**src/rtl/mult_div_unit_if.sv**
```systemverilog
// Handshake/operand bundle between the EX stage and the HI/LO multiply/divide unit.
interface mult_div_unit_if #(parameter int WIDTH = 32);
  logic             start;
  logic [2:0]       op;
  logic [WIDTH-1:0] data1;
  logic [WIDTH-1:0] data2;
  logic             flush;
  logic             busy;
  logic             done;
  logic [WIDTH-1:0] hi;
  logic [WIDTH-1:0] lo;

  modport master (output start, op, data1, data2, flush, input busy, done, hi, lo);
  modport slave  (input start, op, data1, data2, flush, output busy, done, hi, lo);
endinterface

```
**src/rtl/mult_div_unit.sv**
```systemverilog
// Iterative MULT/MULTU/DIV/DIVU unit owning HI/LO, plus single-cycle MTHI/MTLO.
// Define MULT_DIV_MADD_EN to enable MADD/MADDU accumulation; otherwise those ops are no-ops.
//
// state  | meaning
// S_IDLE | waiting for start; MTHI/MTLO/no-op complete here
// S_MUL  | shift-add, one multiplier bit per cycle
// S_DIV  | restoring divide, one quotient bit per cycle
// S_FIX  | sign fix-up and HI/LO commit, done pulse
module mult_div_unit #(
  parameter int WIDTH = 32
) (
  input  logic            clk,
  input  logic            rst,
  mult_div_unit_if.slave  bus
);
  localparam int CW = $clog2(WIDTH);

  typedef enum logic [1:0] {S_IDLE, S_MUL, S_DIV, S_FIX} state_t;

  state_t             r_state;
  logic [CW-1:0]      r_cnt;
  logic               r_madd, r_div;
  logic               r_neg, r_rneg, r_dz;
  logic               r_busy, r_done;
  logic [WIDTH-1:0]   r_a, r_d1, r_hi, r_lo;
  logic [2*WIDTH-1:0] r_p;

  logic               w_accept, w_s1, w_s2, w_dge;
  logic [WIDTH-1:0]   w_mag1, w_mag2, w_dsub, w_dnew, w_quo, w_rem;
  logic [WIDTH:0]     w_msum, w_drem;
  logic [2*WIDTH-1:0] w_prod_s, w_hilo_sum;

  assign w_accept = bus.start & ~r_busy & ~bus.flush;
  assign w_s1     = ~bus.op[0] & bus.data1[WIDTH-1];
  assign w_s2     = ~bus.op[0] & bus.data2[WIDTH-1];
  assign w_mag1   = w_s1 ? -bus.data1 : bus.data1;
  assign w_mag2   = w_s2 ? -bus.data2 : bus.data2;

  // r_p holds {partial product, remaining multiplier} or {remainder, dividend/quotient}
  assign w_msum   = {1'b0, r_p[2*WIDTH-1:WIDTH]} + (r_p[0] ? {1'b0, r_a} : '0);
  assign w_drem   = r_p[2*WIDTH-1:WIDTH-1];
  assign w_dge    = w_drem >= {1'b0, r_a};
  assign w_dsub   = w_drem[WIDTH-1:0] - r_a;
  assign w_dnew   = w_dge ? w_dsub : w_drem[WIDTH-1:0];

  assign w_quo      = r_p[WIDTH-1:0];
  assign w_rem      = r_p[2*WIDTH-1:WIDTH];
  assign w_prod_s   = r_neg ? -r_p : r_p;
  assign w_hilo_sum = {r_hi, r_lo} + w_prod_s;

  assign bus.busy = r_busy;
  assign bus.done = r_done;
  assign bus.hi   = r_hi;
  assign bus.lo   = r_lo;

  always_ff @(posedge clk or posedge rst) begin
    if (rst) begin
      r_state <= S_IDLE;
      r_cnt   <= '0;
      r_madd  <= 1'b0;
      r_div   <= 1'b0;
      r_neg   <= 1'b0;
      r_rneg  <= 1'b0;
      r_dz    <= 1'b0;
      r_busy  <= 1'b0;
      r_done  <= 1'b0;
      r_a     <= '0;
      r_d1    <= '0;
      r_hi    <= '0;
      r_lo    <= '0;
      r_p     <= '0;
    end else begin
      r_done <= 1'b0;
      case (r_state)
        S_IDLE: begin
          if (w_accept) begin
            r_cnt  <= CW'(WIDTH - 1);
            r_madd <= bus.op[2];
            r_div  <= bus.op[1];
            r_neg  <= w_s1 ^ w_s2;
            r_rneg <= w_s1;
            r_dz   <= (bus.data2 == '0);
            r_d1   <= bus.data1;
            case (bus.op)
`ifdef MULT_DIV_MADD_EN
              3'b000, 3'b001, 3'b100, 3'b101: begin
`else
              3'b000, 3'b001: begin
`endif
                r_state <= S_MUL;
                r_busy  <= 1'b1;
                r_a     <= w_mag1;
                r_p     <= {{WIDTH{1'b0}}, w_mag2};
              end
              3'b010, 3'b011: begin
                r_state <= S_DIV;
                r_busy  <= 1'b1;
                r_a     <= w_mag2;
                r_p     <= {{WIDTH{1'b0}}, w_mag1};
              end
              3'b110: begin
                r_hi   <= bus.data1;
                r_done <= 1'b1;
              end
              3'b111: begin
                r_lo   <= bus.data1;
                r_done <= 1'b1;
              end
              default: r_done <= 1'b1;
            endcase
          end
        end
        S_MUL, S_DIV: begin
          if (bus.flush) begin
            r_state <= S_IDLE;
            r_busy  <= 1'b0;
          end else begin
            if (r_state == S_MUL) r_p <= {w_msum, r_p[WIDTH-1:1]};
            else                  r_p <= {w_dnew, r_p[WIDTH-2:0], w_dge};
            if (r_cnt == '0) r_state <= S_FIX;
            else             r_cnt   <= r_cnt - CW'(1);
          end
        end
        S_FIX: begin
          // commits regardless of flush: the result is already architectural
          if (r_div) begin
            if (r_dz) begin
              r_lo <= '1;
              r_hi <= r_d1;
            end else begin
              r_lo <= r_neg  ? -w_quo : w_quo;
              r_hi <= r_rneg ? -w_rem : w_rem;
            end
          end else if (r_madd) begin
            {r_hi, r_lo} <= w_hilo_sum;
          end else begin
            {r_hi, r_lo} <= w_prod_s;
          end
          r_state <= S_IDLE;
          r_busy  <= 1'b0;
          r_done  <= 1'b1;
        end
        default: r_state <= S_IDLE;
      endcase
    end
  end
endmodule

```
**src/flat_wrapper.sv**
```systemverilog
// flat-port wrapper written by rule: the top's interface ports become plain ports
module mult_div_unit_flat 
#(
  parameter int WIDTH = 32
)
  (clk, rst, bus_start, bus_op, bus_data1, bus_data2, bus_flush, bus_busy, bus_done, bus_hi, bus_lo);
  mult_div_unit_if #(.WIDTH(WIDTH)) bus_i ();
  input  logic clk;
  input  logic rst;
  input wire logic [$bits(bus_i.start)-1:0] bus_start;
  input wire logic [$bits(bus_i.op)-1:0] bus_op;
  input wire logic [$bits(bus_i.data1)-1:0] bus_data1;
  input wire logic [$bits(bus_i.data2)-1:0] bus_data2;
  input wire logic [$bits(bus_i.flush)-1:0] bus_flush;
  output wire logic [$bits(bus_i.busy)-1:0] bus_busy;
  output wire logic [$bits(bus_i.done)-1:0] bus_done;
  output wire logic [$bits(bus_i.hi)-1:0] bus_hi;
  output wire logic [$bits(bus_i.lo)-1:0] bus_lo;
  assign bus_i.start = bus_start;
  assign bus_i.op = bus_op;
  assign bus_i.data1 = bus_data1;
  assign bus_i.data2 = bus_data2;
  assign bus_i.flush = bus_flush;
  assign bus_busy = bus_i.busy;
  assign bus_done = bus_i.done;
  assign bus_hi = bus_i.hi;
  assign bus_lo = bus_i.lo;
  mult_div_unit #(.WIDTH(WIDTH)) u_core (.clk(clk), .rst(rst), .bus(bus_i));
endmodule
```
**config.mk**
```make
export PLATFORM = sky130hd
export DESIGN_NAME = mult_div_unit_flat
export DESIGN_NICKNAME = d
export VERILOG_FILES = /design/src/rtl/mult_div_unit_if.sv /design/src/rtl/mult_div_unit.sv /design/src/flat_wrapper.sv
export SDC_FILE = /design/constraint.sdc
export NUM_CORES = 1
export LEC_CHECK = 0
export BUFFER_PORTS_ARGS = -buffer_cell sky130_fd_sc_hd__buf_2
export CORE_MARGIN = 4
export CORE_UTILIZATION = 25
export DETAILED_ROUTE_END_ITERATION = 10
export PLACE_DENSITY = 0.53
export SLEW_MARGIN = 40
export SYNTH_ARGS = -nofsm -noshare
export SYNTH_HDL_FRONTEND = slang
export SYNTH_SLANG_ARGS = --single-unit
```
**constraint.sdc**
```tcl
create_clock -name clk -period 5.4 [get_ports clk]
set_input_delay 0.27 -clock clk [delete_from_list [all_inputs] [get_ports clk]]
set_output_delay 0.27 -clock clk [all_outputs]
set_load 0.005 [all_outputs]
```
==> key figures <==
Drt
  • Drt first pass iters: 8
  • DRT Wirelength: around 99000 µm
  • Final ANT Viol Nets: 0
  • Starting DRT DRC Count: between 2000 and 3000
  • Vias per inst: 5.54
  • DRC viols: 0
  • Drt wl/cell: between 20 and 25 µm
  • Routed via count: around 23000

CTS
  • TritonCTS clock tree: yes
  • CTS Sinks: around 200
  • H-tree Lvls: 1
  • Clk_lat worst skew: 590 ps
  • Clock Path Buffers: 3
  • Postcts setup bufs: 0
  • Root buffer cell: clkbuf_16
  • Clock slew at reported path FFs: roughly 60 ps
  • Cts bufs inserted: 26

GRT
  • Initial antenna violation count: 9
  • Vias in the first global route: about 21000
  • First-pass GRT wire length: roughly 140000 µm
  • Pin count of the biggest net entering global routing: between 90 and 100
  • GRT Resource Usage Total: between 20% and 30%
  • Grt ovf: 0

Layout
  • Layout fillers: between 9000 and 10000
  • Reg area: 0.00516 mm²
  • Final cell count without fillers: 4222
  • Nets: approximately 3300
  • Share of cells above drive strength 1: about 14%
  • Area of the multi-input gates: ~0.016 mm²
  • Syn-to-layout area delta: 17.5%

Placed design
  • # port buffers: approximately 140
  • Hpwl dp: 76500 µm
  • GP Congestion: between 0.9 and 1
  • DP Cell Count: ~4200

Logic synthesis
  • Yosys top cell by area: dfrtp_1
  • Post-synth EDFFs: 0
  • Sequential share of the synthesized area: 23.9%
  • Unique masters post-synth: 80
  • Mapped Nets: about 3100
  • FFs w/ async S/R, synth: 100%
  • Post-synthesis sequential element count: 206
  • Synth area leaders: dfrtp_1, ha_1, nand2_1
  • Cell area after synthesis: between 0.02 and 0.025 mm²
  • Cells after synthesis: slightly below 3000
  • Yosys top cell area share: approximately a quarter
  • Post-synth top flop: dfrtp_1
  • Syn Area/Cell: around 7.4 µm²
  • Yosys warning count: 0

STA
  • Final setup vio count: 0
  • Final Hold Fails: 0
  • Worst slew margin: between 30 and 40%
  • Tmin final: about 5300 ps
  • Worst-margin pin slew: 949 ps
  • Period utilization: just under 100%
  • Fmax: 189 MHz
  • Final max-slew violation count: 0
  • Layout Skew: roughly 27 ps

Floorplanning
  • Die width: between 300 and 400 µm
  • IO Pins: between 100 and 150
  • Die height: between 300 and 400 µm
  • Num rows: 107
  • Initial Util: ~25%
  • Core area: 0.0854 mm²
  • Die ar.: 0.0910 mm²

Critical path
  • CP startpoint kind: flip-flop
  • CP Capture Type: flip-flop
  • WP data arrival: 5810 ps
  • Req. time, crit path: 5910 ps
  • Max Fanout on Critical Path: 9
  • Reg2Reg Setup Slack: 100 ps
  • Crit Path Class: flip-flop to flip-flop

Run status
  • Status: finished clean

Hold path
  • Min-Delay Path Class: input port to flip-flop

Run
  • MaxCap Viol Count: 0
==> cell usage after synthesis (21+ instances only) <==
| library cell | instances |
|---|---|
| nor4_1 | 28 |
| nand3_1 | 41 |
| a21oi_1 | 278 |
| mux2i_1 | 28 |
| o21ai_0 | 264 |
| a211oi_1 | 67 |
| nor3_1 | 50 |
| nor2_1 | 288 |
| xnor2_1 | 161 |
| o21a_1 | 21 |
| or3_1 | 24 |
| o31ai_1 | 41 |
| nand2_1 | 407 |
| xor2_1 | 96 |
| a21o_1 | 40 |
| nand4_1 | 29 |
| o221ai_1 | 44 |
| a31oi_1 | 61 |
| dfrtp_1 | 206 |
| ha_1 | 147 |
| inv_1 | 94 |
| mux2_2 | 31 |
| clkbuf_1 | 158 |
| o211ai_1 | 35 |
==> critical path: stages (launching register included) <==
cell,delay (ps)
dfrtp_1,380
or4_4,540
or4_4,490
or3_4,400
or2_4,300
o21ai_0,220
xnor2_1,210
ha_1,280
a21oi_1,240
o211ai_1,130
a31oi_1,240
buf_4,170
nor2_1,50
a2111oi_2,350
buf_4,180
o22a_1,210
o21ai_1,150
or4_1,420
nand4_1,110
and3_1,160
==> area by class of cell <==
class	count	area share, %
well taps	1144	5.65
flip-flops and latches	206	20.4
diodes	5	0.0494
multi-input cells	2432	61.4
clock buffers	35	2.90
clock inverters	13	0.726
inverters	98	1.47
repair buffers	289	7.43
==> layer usage <==
metal	part of all wire, %	GRT usage [%]	up-vias
met2	40	29.0	1148
met4	4.4	8.24	4
met5	0.021	0	-
met1	46	31.5	11232
met3	9.6	3.64	156
li1	-	-	10846
==> placed cells by master, fill, tap and decap left out, drive strengths merged, types with 28 or more instances in the layout <==
cell / netlist / final
nor2: 288 / 288
dfrtp: 206 / 206
xor2: 97 / 97
xnor2: 161 / 161
mux2i: 28 / 28
a211oi: 67 / 67
nor4: 28 / 28
a31oi: 61 / 61
mux2: 31 / 31
clkbuf: 159 / 35
nand4: 29 / 29
ha: 147 / 147
o221ai: 44 / 44
a21oi: 278 / 278
o21ai: 266 / 266
nand3: 41 / 41
a21o: 40 / 40
nand2: 407 / 407
inv: 94 / 93
nor3: 50 / 50
buf: 21 / 286
o211ai: 35 / 35
o31ai: 41 / 41
==> metrics by stage <==
| step | utilization [%] | instance area (µm²) | setup TNS, ps | worst slack, ps | hold WS [ps] |
|---|---|---|---|---|---|
| detailed placement | 28.3 | 24200 | -48.2 | -48.2 | 169 |
| floorplan | - | 21600 | 0 | 223 | 366 |
| global placement | 28.3 | 24100 | 0 | 35.2 | 163 |
| global route | 29.6 | 25300 | -54.5 | -33.9 | 8.00 |
| CTS | 29.5 | 25200 | 0 | 0.644 | 4.69 |
| finish | 29.6 | 25300 | 0 | 97.9 | 29.3 |
==> cells by family after synthesis <==
family,synth area share [%]
xor+xnor,10.5
fa+ha+maj,8.81
compound gates,28.8
mux,2.92
simple gates,20.1
flops,23.9
buf+inv,4.92
==> worst paths after layout <==
| kind | start | to | depth (start not counted) |
|---|---|---|---|
| max | u_core.r_p[10]$_DFFE_PP0P_ | u_core.bus.hi[31]$_DFFE_PP0P_ | 19 |
| min reg2reg | u_core.r_d1[27]$_DFFE_PP0P_ | u_core.r_d1[27]$_DFFE_PP0P_ | 2 |
| min | bus_data2[28] | u_core.r_dz$_DFFE_PP0P_ | 3 |
| max reg2reg | u_core.r_p[10]$_DFFE_PP0P_ | u_core.bus.hi[31]$_DFFE_PP0P_ | 19 |
| min in group asynchronous | rst | u_core.r_p[55]$_DFFE_PP0P_ | 3 |
| max in group asynchronous | rst | u_core.bus.lo[6]$_DFFE_PP0P_ | 5 |
==> repair_timing <==
item | CTS | global route
gates resized for setup | 4 | 35
endpoints found under the setup margin | 2 | 12
hold buffers | 3 | 0
pin swaps | 0 | 6
cloned | 0 | 0
endpoints found under the hold margin | 76 | 0
==> sequential cells by signal (all words and copies together) (netlist names) <==
name / cells
u_core.r_dz: 1
u_core.r_d1: 32
u_core.r_div: 1
u_core.r_state: 2
u_core.r_p: 64
u_core.bus.hi: 32
u_core.bus.done: 1
u_core.bus.lo: 32
u_core.r_cnt: 5
u_core.bus.busy: 1
u_core.r_neg: 1
u_core.r_a: 32
u_core.r_madd: 1
u_core.r_rneg: 1
Power is not shown: default switching activity piles up to over one toggle a cycle in this logic, so the estimate is an artifact.
